## src/rtl/waiter_nav_sequencer.sv

```systemverilog
// waiter_nav_sequencer: top-level trip sequencer for the waiter robot.
// Drives the 4-bit direction code consumed by the motor pulser, pauses
// forward travel on obstacles and resumes with the remaining time intact.
// Optional seek watchdog: define NAV_TIMEOUT_EN to enable the fault output.
module waiter_nav_sequencer #(
    parameter int unsigned FWD_CYCLES   = 100_000_000,
    parameter int unsigned TURN_CYCLES  = 75_000_000,
    parameter int unsigned DWELL_CYCLES = 250_000_000,
    parameter int unsigned CLEAR_CYCLES = 25_000_000,
    parameter int unsigned SEEK_TIMEOUT = 1_500_000_000
) (
    input  logic       clk,
    input  logic       rst,
    input  logic       start,
    input  logic       obstacle,
    input  logic       table_seen,
    input  logic       home_seen,
    input  logic       collect,
    output logic [3:0] direction,
    output logic       busy,
    output logic       fault
);

    typedef enum logic [3:0] {
        S_IDLE_BASE   = 4'd0,
        S_FORWARDS    = 4'd1,
        S_TURN        = 4'd2,
        S_TO_TABLE    = 4'd3,
        S_IDLE_TABLE  = 4'd4,
        S_BACKWARDS   = 4'd5,
        S_TURN_BACK   = 4'd6,
        S_RETURN_HOME = 4'd7,
        S_STOP        = 4'd8
    } state_t;

    // Every cycle count must be non-zero for the timed states to make sense.
    if (FWD_CYCLES == 0 || TURN_CYCLES == 0 || DWELL_CYCLES == 0 ||
        CLEAR_CYCLES == 0 || SEEK_TIMEOUT == 0) begin : g_bad_params
        $error("waiter_nav_sequencer: cycle parameters must be at least 1");
    end

    state_t      state_q, state_d;
    state_t      saved_q, saved_d;
    logic [31:0] timer_q, timer_d;
    logic [31:0] clear_q, clear_d;
    logic        busy_q;

`ifdef NAV_TIMEOUT_EN
    logic [31:0] seek_q, seek_d;
    logic        fault_q, fault_d;
`endif

    // Next-state, timer, obstacle-clear and watchdog computation.
    always_comb begin
        state_d = state_q;
        saved_d = saved_q;
        timer_d = timer_q;
        clear_d = clear_q;
`ifdef NAV_TIMEOUT_EN
        seek_d  = seek_q;
        fault_d = fault_q;
`endif
        case (state_q)
            S_IDLE_BASE: begin
                timer_d = '0;
                if (start) begin
                    state_d = S_FORWARDS;
                    timer_d = FWD_CYCLES;
                end
            end
            S_FORWARDS: begin
                // Obstacle outranks expiry; the timer is held so the
                // unfinished distance is still driven after the resume.
                if (obstacle) begin
                    state_d = S_STOP;
                    saved_d = S_FORWARDS;
                    clear_d = '0;
                end else if (timer_q <= 32'd1) begin
                    state_d = S_TURN;
                    timer_d = TURN_CYCLES;
                end else begin
                    timer_d = timer_q - 32'd1;
                end
            end
            S_TURN: begin
                if (timer_q <= 32'd1) begin
                    state_d = S_TO_TABLE;
                    timer_d = '0;
`ifdef NAV_TIMEOUT_EN
                    seek_d  = SEEK_TIMEOUT;
`endif
                end else begin
                    timer_d = timer_q - 32'd1;
                end
            end
            S_TO_TABLE: begin
                if (obstacle) begin
                    state_d = S_STOP;
                    saved_d = S_TO_TABLE;
                    clear_d = '0;
                end else if (table_seen) begin
                    state_d = S_IDLE_TABLE;
                    timer_d = DWELL_CYCLES;
                end
`ifdef NAV_TIMEOUT_EN
                else if (seek_q <= 32'd1) begin
                    state_d = S_STOP;
                    fault_d = 1'b1;
                end else begin
                    seek_d = seek_q - 32'd1;
                end
`endif
            end
            S_IDLE_TABLE: begin
                if (collect || timer_q <= 32'd1) begin
                    state_d = S_BACKWARDS;
                    timer_d = FWD_CYCLES;
                end else begin
                    timer_d = timer_q - 32'd1;
                end
            end
            S_BACKWARDS: begin
                if (timer_q <= 32'd1) begin
                    state_d = S_TURN_BACK;
                    timer_d = TURN_CYCLES;
                end else begin
                    timer_d = timer_q - 32'd1;
                end
            end
            S_TURN_BACK: begin
                if (timer_q <= 32'd1) begin
                    state_d = S_RETURN_HOME;
                    timer_d = '0;
`ifdef NAV_TIMEOUT_EN
                    seek_d  = SEEK_TIMEOUT;
`endif
                end else begin
                    timer_d = timer_q - 32'd1;
                end
            end
            S_RETURN_HOME: begin
                if (home_seen) begin
                    state_d = S_IDLE_BASE;
                end
`ifdef NAV_TIMEOUT_EN
                else if (seek_q <= 32'd1) begin
                    state_d = S_STOP;
                    fault_d = 1'b1;
                end else begin
                    seek_d = seek_q - 32'd1;
                end
`endif
            end
            S_STOP: begin
                // The clear count is compared as registered, so the resume
                // lands one cycle after the last required clear sample.
`ifdef NAV_TIMEOUT_EN
                if (fault_q) begin
                    state_d = S_STOP;
                end else
`endif
                if (obstacle) begin
                    clear_d = '0;
                end else if (clear_q >= CLEAR_CYCLES) begin
                    state_d = saved_q;
                    clear_d = '0;
                end else begin
                    clear_d = clear_q + 32'd1;
                end
            end
            default: begin
                state_d = S_IDLE_BASE;
                timer_d = '0;
                clear_d = '0;
            end
        endcase
    end

    // State, timer, clear counter, saved state and busy registers.
    always_ff @(posedge clk) begin
        if (rst) begin
            state_q <= S_IDLE_BASE;
            saved_q <= S_IDLE_BASE;
            timer_q <= '0;
            clear_q <= '0;
            busy_q  <= 1'b0;
        end else begin
            state_q <= state_d;
            saved_q <= saved_d;
            timer_q <= timer_d;
            clear_q <= clear_d;
            busy_q  <= (state_d != S_IDLE_BASE);
        end
    end

`ifdef NAV_TIMEOUT_EN
    // Seek watchdog counter and latched fault flag.
    always_ff @(posedge clk) begin
        if (rst) begin
            seek_q  <= '0;
            fault_q <= 1'b0;
        end else begin
            seek_q  <= seek_d;
            fault_q <= fault_d;
        end
    end

    assign fault = fault_q;
`else
    assign fault = 1'b0;
`endif

    assign direction = state_q;
    assign busy      = busy_q;

endmodule

```

## config.mk

```make
export PLATFORM = sky130hd
export DESIGN_NAME = waiter_nav_sequencer
export DESIGN_NICKNAME = d
export VERILOG_FILES = /design/src/rtl/waiter_nav_sequencer.sv
export SDC_FILE = /design/constraint.sdc
export NUM_CORES = 1
export LEC_CHECK = 0
export ABC_AREA = 0
export ABC_CLOCK_PERIOD_IN_PS = 3000
export BUFFER_PORTS_ARGS = -buffer_cell sky130_fd_sc_hd__buf_2
export CORE_MARGIN = 10
export CORE_UTILIZATION = 45
export DETAILED_ROUTE_END_ITERATION = 8
export GPL_TIMING_DRIVEN = 0
export HOLD_SLACK_MARGIN = 0.15
export PLACE_DENSITY = 0.71
export SYNTH_ARGS = -nofsm -noshare
export SYNTH_HDL_FRONTEND = slang
export SYNTH_SLANG_ARGS = --single-unit
```

## constraint.sdc

```tcl
create_clock -name clk -period 3 [get_ports clk]
set_clock_uncertainty 0.15 [all_clocks]
set_input_delay 0.45 -clock clk [delete_from_list [all_inputs] [get_ports clk]]
set_output_delay 0.45 -clock clk [all_outputs]
set_load 0.01 [all_outputs]
```

; ---- After elaboration in Yosys (flattened, before gate mapping)
; Cells that the tools add are included.
[op_classes]
add_sub_neg = 2
n_lt_le_gt_ge = 2
eq_ne = 14
muxes = 28
bitwise_logic = 2
reduce_logical = 11
[op_table]
columns = operator, n
row1 = 32-bit two-way mux, 9
row2 = 32-bit case mux with 7 select lines, 1
row3 = 32-bit case mux with 3 select lines, 1
row4 = 4-bit two-way mux, 14
row5 = 4-bit case mux with 9 select lines, 1
row6 = 32-bit by 1-bit adder with 32-bit output (second input constant), 1
row7 = 32-bit by 25-bit greater-or-equal comparator with 1-bit output (second input constant), 1
row8 = 32-bit by 1-bit less-or-equal comparator with 1-bit output (second input constant), 1
row9 = 32-bit by 1-bit subtractor with 32-bit output (second input constant), 1
row10 = 27-bit two-way mux, 1
row11 = 4-bit by 3-bit == test with 1-bit output (second input constant), 4
row12 = 2-bit != test (second input constant), 5
row13 = 4-bit by 2-bit == test with 1-bit output (second input constant), 2
row14 = 4-bit case mux with 2 select lines, 1
row15 = 2-bit OR reduction, 3
row16 = 6-bit OR reduction, 1
row17 = 4-bit by 1-bit == test with 1-bit output (second input constant), 1
row18 = 4-bit == test (second input constant), 1
row19 = 4-bit zero test, 1
row20 = 4-bit AND reduction, 1
row21 = 4-bit nonzero test, 1
row22 = 3-bit AND reduction, 1
row23 = 2-bit by 1-bit != test with 1-bit output (second input constant), 1
row24 = 1-bit inverter, 2
row25 = 3 further kinds, 3
[totals]
ff_bits = 73
inputBits = 7
out_inout_bits = 6
word_cells = 64

; ---- Logic depth before layout (Yosys ltp)
; Gate-level depths: netlist of the first run.
[depth]
depth_word = 5
depth_mapped = 9
mapped_depth_nobuf = 9

; ---- Worst setup path before layout of the first run
; OpenSTA, ideal clock, no wires.
[synth_path]
path_kind = flip-flop to flip-flop
start = register clear_q[7]
end = register busy_q (netlist: busy)
setup_ns = 0.124
t_arrival_ns = 2.363
required_ns = 2.726
path_slack_ns = 0.363
stages_incl_launch_ff = 8
path_buffers = 0
synth_period_minus_slack_ns = 2.637
path_cell_list = dfxtp_1 > or4_1 > o211a_1 > o21ai_2 > a21o_1 > mux2_1 > a211o_1 > a2111o_1
[synth_via]
elab_chain_cells = 5
[synth_rtl]
columns = item, line
row1 = start: declaration, 45  ; logic [31:0] clear_q, clear_d;
row2 = start signal: assignment, 191  ; clear_q <= clear_d;
row3 = 32-bit by 25-bit greater-or-equal comparator with 1-bit output, 164  ; end else if (clear_q >= CLEAR_CYCLES) begin
row4 = 4-bit two-way mux, 164
row5 = 4-bit two-way mux, 162  ; if (obstacle) begin
row6 = 4-bit case mux with 9 select lines, 63  ; case (state_q)
row7 = 4-bit nonzero test, 192  ; busy_q <= (state_d != S_IDLE_BASE);
row8 = end signal: assignment, 192
row9 = end: declaration, 46  ; logic busy_q;
; No other way between the ends.
; A chain may end at the register's enable or synchronous reset.

; ---- Worst setup path in the final report of the first run
[layout_path]
start = register clear_q[8]
end = register busy_q (netlist: busy)
; The elaborated chain is that of the path after synthesis.

==> results of run 1 <==
critical path, delay by kind of cell, from the launching register on:
| family | cells | cell delay, ns |
|---|---|---|
| AO/OA/AOI/OAI | 5 | 1.35 |
| flip-flops | 1 | 0.39 |
| multiplexers | 1 | 0.34 |
| AND/OR/NAND/NOR | 1 | 0.53 |
routing by layer:
metal | share of wire [%] | up-vias
li1 | - | 2050
met1 | 46 | 1986
met5 | 0 | -
met3 | 8.2 | 18
met2 | 44 | 170
met4 | 1.3 | 0
flip-flops by register name, indices dropped and copies added (netlist names):
register,cells
timer_q,32
direction,4
clear_q,32
busy,1
saved_q,2
worst min-delay path by stage:
stage	start	end	slack (ns)	depth (start not counted)
after global routing	saved_q[0]	saved_q[0]	0.32	2
after CTS	saved_q[0]	saved_q[0]	0.30	2
after floorplan	saved_q[0]	saved_q[0]	0.27	2
after global placement	saved_q[0]	saved_q[0]	0.28	2
after detailed placement	saved_q[0]	saved_q[0]	0.29	2
final	saved_q[0]	saved_q[0]	0.30	2
cell type report:
class	instances	area, µm²	share of cell area (%)
Timing Repair Buffer	11	55.1	1.21
Multi-Input combinational cell	427	2580	57.0
Clock buffer	9	124	2.73
Tap cell	108	135	2.98
Buffer	27	116	2.57
Clock inverter	7	61.3	1.35
Sequential cell	71	1420	31.4
Inverter	10	37.5	0.828
kinds of logic (layout without fill, tap and decap cells):
kind of cell	count (synthesis)	in the layout	synth area share (%)
AOI/OAI and AO/OA	169	169	26.7
xor gates and xnor gates	4	4	0.851
adders and majority gates	4	4	1.22
buffers and inverters	37	64	3.74
DFF	71	71	34.5
muxes	4	4	1.00
other	1	1	0.0911
and+or+nand+nor	245	245	31.9
repair_timing:
item / CTS / global route
gates resized for setup: 0 / 6
hold endpoints to repair: 0 / 0
setup endpoints to repair: 0 / 6
cells in the final DEF (no fill, tap or decap), types with 4 or more instances in the layout:
cell type,n
or3_1,6
o211ai_1,5
nand3_1,16
nand2b_1,5
clkbuf_1,17
a21oi_1,49
clkbuf_8,9
ha_1,4
a22oi_1,4
o211a_1,7
o21ai_0,42
nor4_1,9
nor4_2,5
a311oi_1,9
buf_2,17
o2bb2ai_1,6
or4_1,6
nand3b_1,7
and2_1,8
and3_1,8
or2_2,5
o21a_1,5
nand2_1,51
nor2_1,63
inv_6,4
a31oi_1,7
nor2b_1,4
o31ai_1,4
a41oi_1,4
nor3b_1,6
inv_1,10
dfxtp_1,71
nor3_1,25
stage by stage:
stage | util (%) | worst slack (ns)
global placement | 48.9 | 0.0726
floorplan | - | 0.363
global route | 51.5 | 0.00155
CTS | 51.0 | 0.0147
finish | 51.5 | 0.120
detailed placement | 48.9 | 0.0543
power groups by stage:
stage	combinational [mW]	clock [mW]	sequential (mW)
4_1_cts	2.01	0.756	1.25
3_5_place_dp	2.00	0	1.27
6_report	2.13	0.756	1.27
2_1_floorplan	1.52	0	1.24
5_1_grt	2.34	0.809	1.29
3_3_place_gp	1.97	0	1.26
==> flow_metrics.env, run 1 <==
export IMPL_grt_max_degree=16
export IMPL_met3_usage_pct=4.19
export IMPL_tritoncts="built"
export IMPL_synth_seq_cells=71
export IMPL_power_mw=4.16
export IMPL_static_leakage_power_nw=1.63
export IMPL_crit_type="register to register"
export IMPL_worstPathCellList="or4_1, o211a_1, o21ai_2, a21o_1, mux2_1, a211o_1, a2111o_1"
export IMPL_r2r_start="clear_q[8]"
export IMPL_via_count=4224
export IMPL_crit_start="clear_q[8]"
export IMPL_pin_count=13
export IMPL_critPathRequiredTime_ns=3.10
export IMPL_area_growth_pct=10.1
export IMPL_power_frac_comb_pct=51.3
export IMPL_hold_violations=0
export IMPL_slew_violations=0
export IMPL_status="complete, no violations"
export IMPL_routabilityCongestion=0.968
export IMPL_rows=34
export IMPL_power_density_nw_per_um2=918
export IMPL_ys_top_cells_by_area="dfxtp_1 (35%), a21oi_1 (6.0%), nor2_1 (5.7%), o21ai_0 (5.1%), nand2_1 (4.7%)"
export IMPL_r2r_end="busy"
export IMPL_dpl_cell_area_um2=4310
export IMPL_io_buffers=11
export IMPL_grt_met1_usage_pct=23.2
export IMPL_syn_area_um2=4120
export IMPL_vias_per_cell=6.30
export IMPL_swShare_pct=48.1
export IMPL_cts_clk_slew_worst_paths_ns=0.09
export IMPL_grt_pass1_vias=3621
export IMPL_fin_nets=568
export IMPL_fin_cells=670
export IMPL_synthTopCellsByCount="dfxtp_1 (71), nor2_1 (63), nand2_1 (51)"
export IMPL_use_met2_pct=24.7
export IMPL_worst_hold_slack_ns=0.300
export IMPL_gr_total_overflow=0
export IMPL_die_x_um=116
export IMPL_cts_buffers=9
export IMPL_antenna_found_initial=0
export IMPL_insertion_delay_ns=0.37
export IMPL_ir_drop_v=0.000420
export IMPL_final_setup_tns_ns=0
export IMPL_htreeDepth=3
export IMPL_fill_cells=820
export IMPL_pwr_share_clk_pct=18.2
export IMPL_dp_cells=654
export IMPL_slowest_stage="or4_1"
export IMPL_ys_types=66
export IMPL_finalSetupViolations=0
export IMPL_holdBufCountCts=0
export IMPL_maxCapViolations=0
export IMPL_layout_min_cycle_time_ns=2.88
export IMPL_yosysMostFrequentCell="dfxtp_1"
export IMPL_dominantRegCellSynth="dfxtp_1"
export IMPL_synth_edf_count=0
export IMPL_grt_pass1_wl_um=18300
export IMPL_fin_area_um2=4530
export IMPL_wl_per_cell_um=17.0
export IMPL_dr_first_iter_drc_count=492
export IMPL_relSlewSlack_pct=48.0
export IMPL_clock_path_buffers=2
export IMPL_ant_nets=0
export IMPL_hpwl_um=8010
export IMPL_core_area_um2=8810
export IMPL_initial_core_util_pct=46.7
export IMPL_power_frac_seq_pct=30.6
export IMPL_critPathArrivalTime_ns=2.98
export IMPL_syn_nets=546
export IMPL_synth_async_sr_flop_share_pct=0
export IMPL_routed_wl_um=11400
export IMPL_first_pass_iters=6
export IMPL_synth_top_cell_by_area="dfxtp_1"
export IMPL_rr_worst_depth=7
export IMPL_yosysTopAreaCellShare_pct=34.5
export IMPL_post_cts_buffers=0
export IMPL_p_sw_mw=2.00
export IMPL_clock_fmax_mhz=347
export IMPL_slowest_delay_ns=0.53
export IMPL_worstSetupEndpoint="busy"
export IMPL_start_kind="register"
export IMPL_grt_busiest_layer="met2"
export IMPL_clock_root_buffer="clkbuf_8"
export IMPL_worstSetupEndpointType="register"
export IMPL_drive_gt1_share_pct=10.9
export IMPL_chipHeight_um=116
export IMPL_cts_sinks=71
export IMPL_drc=0
export IMPL_worst_slew_pin_slew_ns=0.777
export IMPL_holdCritPathClass="register to register"
export IMPL_fin_crit_sh_pct=96.0
export IMPL_dieArea_um2=13400
export IMPL_grt_usage_pct=16.8
export IMPL_synth_cells=535
export IMPL_ys_seq_area_share_pct=34.5
export IMPL_internal_power_mw=2.16
export IMPL_rsz0062_at_grt="no"
export IMPL_antenna_cells=0
export IMPL_syn_area_per_cell_um2=7.69
export IMPL_synth_warnings=0
export IMPL_critPathMaxFanout=7
export IMPL_rrSetupSlack_ns=0.12
(Power assumes the default switching activity.)
==> inputs of run 2 (changes only) <==
Settings changed: CORE_UTILIZATION 45 to 60, PLACE_DENSITY 0.71 to 0.87.
==> flow_metrics.env, run 2 (same netlist as run 1, synthesis figures left out) <==
export IMPL_io_buffers=11
export IMPL_worstSetupEndpointType="register"
export IMPL_grt_usage_pct=21.8
export IMPL_cts_sinks=71
export IMPL_finalSetupViolations=0
export IMPL_post_cts_buffers=0
export IMPL_fin_area_um2=4480
export IMPL_layout_min_cycle_time_ns=2.93
export IMPL_drc=0
export IMPL_worst_slew_pin_slew_ns=0.783
export IMPL_slew_violations=0
export IMPL_insertion_delay_ns=0.36
export IMPL_wl_per_cell_um=17.7
export IMPL_area_growth_pct=8.76
export IMPL_holdCritPathClass="register to register"
export IMPL_power_frac_comb_pct=51.5
export IMPL_swShare_pct=47.3
export IMPL_chipHeight_um=103
export IMPL_clock_path_buffers=2
export IMPL_routabilityCongestion=1.00
export IMPL_dpl_cell_area_um2=4270
export IMPL_clock_root_buffer="clkbuf_8"
export IMPL_maxCapViolations=0
export IMPL_pwr_share_clk_pct=17.1
export IMPL_clock_fmax_mhz=341
export IMPL_power_frac_seq_pct=31.4
export IMPL_dr_first_iter_drc_count=382
export IMPL_ant_nets=0
export IMPL_fill_cells=569
export IMPL_antenna_cells=0
export IMPL_hold_violations=0
export IMPL_drive_gt1_share_pct=10.7
export IMPL_internal_power_mw=2.15
export IMPL_tritoncts="built"
export IMPL_crit_type="register to register"
export IMPL_worst_hold_slack_ns=0.302
export IMPL_fin_crit_sh_pct=97.7
export IMPL_critPathArrivalTime_ns=3.04
export IMPL_die_x_um=103
export IMPL_critPathMaxFanout=6
export IMPL_grt_max_degree=14
export IMPL_first_pass_iters=7
export IMPL_routed_wl_um=11400
export IMPL_power_density_nw_per_um2=910
export IMPL_ir_drop_v=0.000887
export IMPL_static_leakage_power_nw=1.63
export IMPL_grt_pass1_wl_um=18500
export IMPL_vias_per_cell=6.72
export IMPL_fin_nets=568
export IMPL_power_mw=4.07
export IMPL_grt_pass1_vias=3869
export IMPL_cts_buffers=9
export IMPL_hpwl_um=7990
export IMPL_seq_area_um2=1420
export IMPL_multiInputGateArea_um2=2570
export IMPL_final_common_cell="dfxtp_1"
export IMPL_rows=30
export IMPL_htreeDepth=3
export IMPL_pin_count=13
export IMPL_p_sw_mw=1.93
export IMPL_via_count=4317
export IMPL_core_area_um2=6720
export IMPL_critPathRequiredTime_ns=3.10
export IMPL_rsz0062_at_grt="no"
export IMPL_antenna_found_initial=0
export IMPL_status="complete, no violations"
export IMPL_relSlewSlack_pct=47.6
export IMPL_gr_total_overflow=0
export IMPL_cts_clk_slew_worst_paths_ns=0.09
export IMPL_layout_common_cells="dfxtp_1 (71), nor2_1 (63), nand2_1 (51)"
export IMPL_dieArea_um2=10600
export IMPL_start_kind="register"
export IMPL_initial_core_util_pct=61.2
## run 2: through the flow
step	setup WS (ns)	utilization, %	setup TNS, ns	instances
floorplan	0.363	-	0	535
detailed placement	-0.111	63.6	-0.111	626
finish	0.0682	66.6	0	642
CTS	0.0930	66.2	0	642
global route	0.00704	66.6	0	642
global placement	-0.0386	63.6	-0.0386	626
## run 2: final cells by class
cell class | count | share of cell area (%)
multi-input combinational | 427 | 57.5
sequential | 71 | 31.8
clock buffer | 10 | 2.85
tap | 80 | 2.24
inverter | 10 | 0.839
buffer | 27 | 2.60
timing repair buffer | 11 | 1.23
clock inverter | 6 | 0.978
## run 2: worst paths after layout
path	slack [ns]	depth (start not counted)	startpoint	to
worst min register to register	0.30	2	saved_q[0]	saved_q[0]
worst max register to register	0.07	7	clear_q[7]	busy
worst max-delay path	0.07	7	clear_q[7]	busy
worst min-delay path	0.30	2	saved_q[0]	saved_q[0]
## run 2: power by group through the flow
stage               Sequential, mW  Combinational [mW]  Clock, mW
global route                  1.30                2.29      0.754
detailed placement            1.27                1.98          0
floorplan                     1.24                1.52          0
finish                        1.28                2.10      0.696
global placement              1.26                1.95          0
CTS                           1.25                2.01      0.703
## run 2: worst max-delay path: stages, from the launching register on
cell,delay [ns]
dfxtp_1,0.37
or4_1,0.55
o211a_1,0.24
o21ai_2,0.27
a21o_1,0.18
mux2_1,0.35
a211o_1,0.32
a2111o_1,0.41
## run 2: repair_timing
item	in CTS	in global routing
resized for setup	1	4
setup endpoints to repair	1	5
hold buffers	0	0
endpoints found under the hold margin	0	0
pin swaps	0	0
## run 2: routing by layer
| metal | up-vias | track usage (%) | routed length, µm |
|---|---|---|---|
| li1 | 2044 | - | - |
| met1 | 2024 | 27.8 | 4820 |
| met2 | 215 | 34.3 | 5260 |
| met3 | 34 | 5.90 | 1020 |
| met4 | 0 | 8.45 | 276 |
| met5 | - | 0 | 0 |
